$ cat src/rtl/if_stage_pkg.sv
// Shared fetch-stage definitions: FSM state encoding, the NOP word shown
// while nothing has been fetched, and word alignment of fetch addresses.
package if_stage_pkg;

  typedef enum logic [1:0] {
    FS_BOOT = 2'd0,
    FS_REQ  = 2'd1,
    FS_WAIT = 2'd2
  } fetch_state_e;

  localparam logic [31:0] NOP_INSTR = 32'h0000_0013;

  function automatic logic [31:0] word_align(input logic [31:0] addr);
    return {addr[31:2], 2'b00};
  endfunction

endpackage

$ cat src/rtl/if_skid_buffer.sv
// Two-entry fetch output buffer: an output register that decode sees, plus
// one skid entry that absorbs a response arriving while decode is stalled.
module if_skid_buffer
  import if_stage_pkg::*;
(
  input  logic        clk_i,
  input  logic        rst_ni,
  input  logic        flush_i,
  input  logic        push_i,
  input  logic [31:0] push_instr_i,
  input  logic [31:0] push_pc_i,
  input  logic        stall_i,
  output logic        valid_o,
  output logic [31:0] instr_o,
  output logic [31:0] pc_o,
  output logic [1:0]  cnt_next_o
);

  logic        out_v_q, out_v_d;
  logic [31:0] out_instr_q, out_instr_d;
  logic [31:0] out_pc_q, out_pc_d;
  logic        skid_v_q, skid_v_d;
  logic [31:0] skid_instr_q, skid_instr_d;
  logic [31:0] skid_pc_q, skid_pc_d;
  logic        pop;

  always_comb begin
    out_v_d      = out_v_q;
    out_instr_d  = out_instr_q;
    out_pc_d     = out_pc_q;
    skid_v_d     = skid_v_q;
    skid_instr_d = skid_instr_q;
    skid_pc_d    = skid_pc_q;
    pop          = out_v_q & ~stall_i;
    if (flush_i) begin
      out_v_d  = 1'b0;
      skid_v_d = 1'b0;
    end else if (skid_v_q) begin
      // The issue gate guarantees no push can arrive while both entries stay full.
      if (pop) begin
        out_v_d      = 1'b1;
        out_instr_d  = skid_instr_q;
        out_pc_d     = skid_pc_q;
        skid_v_d     = push_i;
        skid_instr_d = push_instr_i;
        skid_pc_d    = push_pc_i;
      end
    end else if (out_v_q && !pop) begin
      if (push_i) begin
        skid_v_d     = 1'b1;
        skid_instr_d = push_instr_i;
        skid_pc_d    = push_pc_i;
      end
    end else begin
      out_v_d = push_i;
      if (push_i) begin
        out_instr_d = push_instr_i;
        out_pc_d    = push_pc_i;
      end
    end
    cnt_next_o = {1'b0, out_v_d} + {1'b0, skid_v_d};
  end

  always_ff @(posedge clk_i or negedge rst_ni) begin
    if (!rst_ni) begin
      out_v_q      <= 1'b0;
      out_instr_q  <= NOP_INSTR;
      out_pc_q     <= 32'h0;
      skid_v_q     <= 1'b0;
      skid_instr_q <= NOP_INSTR;
      skid_pc_q    <= 32'h0;
    end else begin
      out_v_q      <= out_v_d;
      out_instr_q  <= out_instr_d;
      out_pc_q     <= out_pc_d;
      skid_v_q     <= skid_v_d;
      skid_instr_q <= skid_instr_d;
      skid_pc_q    <= skid_pc_d;
    end
  end

  assign valid_o = out_v_q;
  assign instr_o = out_instr_q;
  assign pc_o    = out_pc_q;

endmodule

$ cat src/rtl/if_stage.sv
// Instruction fetch stage: one outstanding imem request at a time, branch/jump
// redirects that squash stale responses, and a 2-entry buffer toward decode.
module if_stage
  import if_stage_pkg::*;
#(
  parameter logic [31:0] RESET_PC = 32'h0000_0000
) (
  input  logic         clk_i,
  input  logic         rst_ni,
  input  logic         stall_i,
  input  logic         branch_taken_i,
  input  logic [31:0]  branch_target_i,
  input  logic         jump_i,
  input  logic [31:0]  jump_target_i,
  output logic         imem_req_o,
  output logic [31:0]  imem_addr_o,
  input  logic         imem_gnt_i,
  input  logic         imem_rvalid_i,
  input  logic [31:0]  imem_rdata_i,
  output logic         if_valid_o,
  output logic [31:0]  if_instr_o,
  output logic [31:0]  if_pc_o,
  output fetch_state_e dbg_state_o
);

  fetch_state_e state_q, state_d;
  logic         req_q, req_d;
  logic [31:0]  addr_q, addr_d;
  logic [31:0]  pend_pc_q, pend_pc_d;
  logic         outst_q, outst_d;
  logic         discard_q, discard_d;
  logic         redirect;
  logic [31:0]  redirect_tgt;
  logic         push;
  logic [1:0]   buf_cnt_next;

  // The EX branch belongs to an older instruction than the ID jump, so it wins.
  always_comb begin
    redirect     = branch_taken_i | jump_i;
    redirect_tgt = word_align(branch_taken_i ? branch_target_i : jump_target_i);
    push         = imem_rvalid_i & outst_q & ~discard_q & ~redirect;
  end

  always_comb begin
    state_d   = state_q;
    req_d     = req_q;
    addr_d    = addr_q;
    pend_pc_d = pend_pc_q;
    outst_d   = outst_q;
    discard_d = discard_q;
    case (state_q)
      FS_BOOT: begin
        state_d = FS_REQ;
        req_d   = 1'b1;
        if (redirect) addr_d = redirect_tgt;
      end
      FS_REQ: begin
        if (imem_gnt_i) begin
          state_d   = FS_WAIT;
          req_d     = 1'b0;
          outst_d   = 1'b1;
          pend_pc_d = addr_q;
          if (redirect) begin
            discard_d = 1'b1;
            addr_d    = redirect_tgt;
          end else begin
            addr_d = addr_q + 32'd4;
          end
        end else if (redirect) begin
          addr_d = redirect_tgt;
        end
      end
      FS_WAIT: begin
        if (outst_q && imem_rvalid_i) begin
          outst_d   = 1'b0;
          discard_d = 1'b0;
          if (redirect) addr_d = redirect_tgt;
          if (buf_cnt_next < 2'd2) begin
            state_d = FS_REQ;
            req_d   = 1'b1;
          end
        end else if (outst_q) begin
          if (redirect) begin
            discard_d = 1'b1;
            addr_d    = redirect_tgt;
          end
        end else begin
          // Response already in; idle here until decode frees a buffer entry.
          if (redirect) addr_d = redirect_tgt;
          if (buf_cnt_next < 2'd2) begin
            state_d = FS_REQ;
            req_d   = 1'b1;
          end
        end
      end
      default: begin
        state_d = FS_BOOT;
        req_d   = 1'b0;
      end
    endcase
  end

  always_ff @(posedge clk_i or negedge rst_ni) begin
    if (!rst_ni) begin
      state_q   <= FS_BOOT;
      req_q     <= 1'b0;
      addr_q    <= word_align(RESET_PC);
      pend_pc_q <= 32'h0;
      outst_q   <= 1'b0;
      discard_q <= 1'b0;
    end else begin
      state_q   <= state_d;
      req_q     <= req_d;
      addr_q    <= addr_d;
      pend_pc_q <= pend_pc_d;
      outst_q   <= outst_d;
      discard_q <= discard_d;
    end
  end

  if_skid_buffer u_skid (
    .clk_i        (clk_i),
    .rst_ni       (rst_ni),
    .flush_i      (redirect),
    .push_i       (push),
    .push_instr_i (imem_rdata_i),
    .push_pc_i    (pend_pc_q),
    .stall_i      (stall_i),
    .valid_o      (if_valid_o),
    .instr_o      (if_instr_o),
    .pc_o         (if_pc_o),
    .cnt_next_o   (buf_cnt_next)
  );

  assign imem_req_o  = req_q;
  assign imem_addr_o = addr_q;
  assign dbg_state_o = state_q;

endmodule

$ cat config.mk
export PLATFORM = sky130hd
export DESIGN_NAME = if_stage
export DESIGN_NICKNAME = d
export VERILOG_FILES = /design/src/rtl/if_stage_pkg.sv /design/src/rtl/if_skid_buffer.sv /design/src/rtl/if_stage.sv
export SDC_FILE = /design/constraint.sdc
export NUM_CORES = 1
export LEC_CHECK = 0
export CORE_ASPECT_RATIO = 1.5
export CORE_MARGIN = 3
export CORE_UTILIZATION = 52
export CTS_CLUSTER_SIZE = 10
export DETAILED_ROUTE_END_ITERATION = 8
export PLACE_DENSITY = 0.87
export SLEW_MARGIN = 15
export SYNTH_ARGS = -nofsm -noshare
export SYNTH_HDL_FRONTEND = slang
export SYNTH_SLANG_ARGS = --single-unit
$ cat constraint.sdc
create_clock -name clk_i -period 2.49 [get_ports clk_i]
set_input_delay 0.249 -clock clk_i [delete_from_list [all_inputs] [get_ports clk_i]]
set_output_delay 0.249 -clock clk_i [all_outputs]
set_load 0.03 [all_outputs]
==> summary.md <==
| Metric | Value |
|---|---|
| Status | completed |
| RSZ-0062 raised after global routing | no |
| Depth of the worst register-to-register path | 6 |
| Core Area | 18,200 µm² |
| Share of cells above drive strength 1 | between 10% and 20% |
| Syn Area/Cell | between 10 and 15 µm² |
| Worst-Margin Slew | approximately 0.8 ns |
| R2R setup slack | 0.47 ns |
| Critical Path AT | 1.94 ns |
| Residual DRC | 0 |
| Kind of start point of the critical path | flop |
| Ports | 203 |
| CTS sink count | ~200 |
| Synth Cell Area | between 9000 and 10,000 µm² |
| Max Cap Violations | 0 |
| Fillers | ~1,400 |
| Die Height | ~170 µm |
| CP Capture Type | primary output |
| LEAKAGE | 0.00567 µW |
| Mux cell area share after synthesis | between 10% and 20% |
| Setup Buffers After CTS | 0 |
| CP max-delay cell | clkdlybuf4s50_1 |
| Initial antenna violation count | 0 |
| FMAX | around 460 MHz |
| Dpl ws | roughly 0.11 ns |
| Final WL | approximately 25 mm |
| Vias | ~7,700 |
| Critical Path Fanout Max | 10 |
| Worst r2r src | discard_q |
| Synth Area in XOR/XNOR | 0.541% |
| Asr flop ratio synth | 100% |
| CP required | ~2.2 ns |
| Synth Area in Adders | less than 1% |
| Synth unique cells | 66 |
| Syn Nets | slightly above 1,000 |
| Ys flop type | dfrtp_1 |
| Gr usage total | around 24% |
| Synth warn | 0 |
| Largest net degree at the start of global routing | 129 |
| Skew final | 0.0120 ns |
| Hold crit path type | input port to asynchronous set/reset pin |
| GRT overflow | 0 |
| DIE WIDTH | between 100 and 150 µm |
| Final worst path period need | between 2 and 2.5 ns |
| Initial Util | about 53% |
| Post-synth EDFFs | 0 |
| Worst-Skew Late Latency | around 0.43 ns |
| Final period util | just under 90% |
| WS Path Type | flop to primary output |
| First-pass GRT wire length | 40.9 mm |
| Reg area | between 4000 and 5000 µm² |
| Switching Fraction | 40.6% |
| Power per cell area | just over 1000 nW/µm² |
| Max-slew violations | 0 |
| IO buf count | around 200 |
| Multi-input gate area | 4360 µm² |
| Int Power | a little under 8000 µW |
| Gpl congestion | about 0.99 |
| Largest family of logic cells by synthesized area | multiplexers |
| Nets@finish | 1,207 |
| CP cell instances | buf_4 > clkdlybuf4s50_1 |
| TritonRoute pass-1 iters | 5 |
| Sw Pwr | ~5300 µW |
| Synth Area in Compound Gates | about an eighth |
| CP peak stage delay | approximately 0.69 ns |
| # setup viols final | 0 |
| Capture point of the worst reg-to-reg path | u_skid.skid_pc_q[13] |
| CTS tree | built |
| Vias in the first global route | between 7,000 and 8,000 |
| Die Area | slightly above 20,000 µm² |
| Clock-pin slew on the worst setup and hold paths | 0.08 ns |
| Post-DRT Antenna Nets | 0 |
| Yosys reg bits | approximately 200 |
| Clock network fraction of total power | around a fifth |
| VDD IR max | approximately 0.59 mV |
| H-tree depth | 4 |
| Final hold viol count | 0 |
| Register area share after synthesis | a little over 50% |
| CTS max path bufs | 2 |
| CTS root buf | clkbuf_16 |
| 1st-iter DRT viols | between 500 and 600 |
| Post-Syn Instances | around 910 |
| Post-Synth Simple-Gate Area | a little over an eighth |
| Core Rows | 60 |
| Syn-to-layout area delta | 29.8% |
| Reg power frac | about two fifths |
| Relative slew margins | between 40% and 50% |
| Routed wire per std cell | 18.2 µm |
| Half-perimeter wire length after placement | ~18 mm |
| PnR worst setup slack | a little over 0.3 ns |
| Setup TNS | 0 ns |
| TritonCTS buffer count | 17 |
| N_diodes | 0 |
| Routed vias/inst | roughly 5.7 |
| Comb pwr share | 40.8% |
[power by group through the flow]
stage / sequential (µW) / clock [µW] / combinational [µW]
final: 5060 / 2690 / 5340
after global routing: 5210 / 2870 / 5720
after CTS: 5060 / 2720 / 5370
after detailed placement: 5110 / 0 / 5340
after global placement: 5050 / 0 / 5190
after floorplan: 6260 / 0 / 1710
[synthesized netlist by cell type (all sizes together) (2+ instances only)]
cell	n	share of area, %
dfrtp	193	50
nand2	188	7.3
o21ai	97	5.0
mux2i	72	7.4
mux2	64	9.7
a21oi	44	2.3
clkbuf	34	1.4
buf	29	1.9
nor2	19	0.76
inv	13	0.50
nand3	13	0.80
a22oi	10	0.77
nand4	9	0.89
and2	8	0.54
and3	8	0.57
nand2b	7	0.45
nor3	7	0.36
and4	6	0.58
dfstp	6	1.6
nor4	6	0.52
o22ai	6	0.39
o31ai	6	0.52
a211oi	5	0.39
a22o	5	0.45
o2bb2ai	5	0.45
o41ai	5	0.53
a221oi	4	0.36
o211ai	4	0.31
o21a	4	0.31
xor2	4	0.36
a21o	3	0.23
a31o	3	0.27
a31oi	3	0.19
nor2b	3	0.19
o22a	3	0.27
and3b	2	0.19
o311ai	2	0.18
or3	2	0.18
xnor2	2	0.18
[cells by family after synthesis]
| family | count (synthesis) |
|---|---|
| multiplexers | 136 |
| AO/OA/AOI/OAI | 214 |
| adder cells (fa/ha/maj) | 2 |
| AND/OR/NAND/NOR | 281 |
| XOR/XNOR | 6 |
| flip-flops | 199 |
| buffers and inverters | 76 |
[how the worst max path moves through the flow]
stage / slack [ns] / from / endpoint / depth (start not counted)
finish: 0.30 / dbg_state_o[1] / dbg_state_o[1] / 2
global route: 0.25 / dbg_state_o[1] / dbg_state_o[1] / 2
CTS: 0.30 / dbg_state_o[1] / dbg_state_o[1] / 2
detailed placement: 0.11 / imem_rvalid_i / u_skid.skid_pc_q[5] / 7
global placement: 0.18 / imem_rvalid_i / u_skid.skid_pc_q[5] / 7
floorplan: 0.54 / imem_addr_o[2] / imem_addr_o[22] / 7
[sequential cells by signal (all words and copies together), names as in the netlist, 2 cells and up]
register,flops
u_skid.pc_o,32
u_skid.instr_o,32
imem_addr_o,32
u_skid.skid_instr_q,32
dbg_state_o,2
u_skid.skid_pc_q,32
pend_pc_q,32
[metal layers]
layer  wire length (µm)  share of wire (%)  vias up  GRT usage, %
met5                  0                  0        -             0
met4                779                3.1        0          11.0
met3               1400                5.6       60          4.57
met2              12700                 51      318          42.8
met1               9900                 40     3741          29.2
li1                   -                  -     3603             -
[cells in the final DEF (no fill, tap or decap), drive strengths merged, types with 6 or more instances in the layout]
cell | netlist | final
nor4 | 6 | 6
and2 | 8 | 8
nand2b | 7 | 7
clkbuf | 34 | 19
o21ai | 97 | 97
nand4 | 9 | 9
nor3 | 7 | 7
a21oi | 44 | 44
o31ai | 6 | 6
mux2i | 72 | 72
a22oi | 10 | 10
nand3 | 13 | 13
clkdlybuf4s50 | 0 | 197
o22ai | 6 | 6
buf | 29 | 34
inv | 13 | 17
and3 | 8 | 8
dfrtp | 193 | 193
dfstp | 6 | 6
clkinv | 0 | 7
and4 | 6 | 6
nand2 | 188 | 188
nor2 | 19 | 19
mux2 | 64 | 64
[final cells by class]
| cell class | instances | share of cell area, % |
|---|---|---|
| Multi-Input combinational cell | 639 | 34.5 |
| Clock inverter | 14 | 1.16 |
| Sequential cell | 199 | 39.6 |
| Timing Repair Buffer | 233 | 18.4 |
| Clock buffer | 18 | 3.40 |
| Inverter | 13 | 0.387 |
| Tap cell | 248 | 2.46 |
[metrics by stage]
stage,hold slack (ns),power [µW],utilization [%],instance area [µm²],std cells
detailed placement,0.291,10400,66.2,12000,1331
finish,0.407,13100,69.4,12600,1364
CTS,0.393,13200,69.4,12600,1364
floorplan,-0.0466,7980,-,9710,914
global route,0.460,13800,69.4,12600,1364
global placement,0.289,10200,66.2,12000,1331
[critical path: cells and delay by family, from the launching register on]
| family | cells | cell delay [ns] |
|---|---|---|
| buffers and inverters | 2 | 0.94 |
| flip-flops | 1 | 0.57 |
[timing repair]
item / 4_1_cts / 5_1_grt
endpoints found under the hold margin: 64 / 0
gates resized for setup: 0 / 0
hold buffers: 1 / 0
endpoints found under the setup margin: 0 / 0
Power figures use the tool's default switching activity.
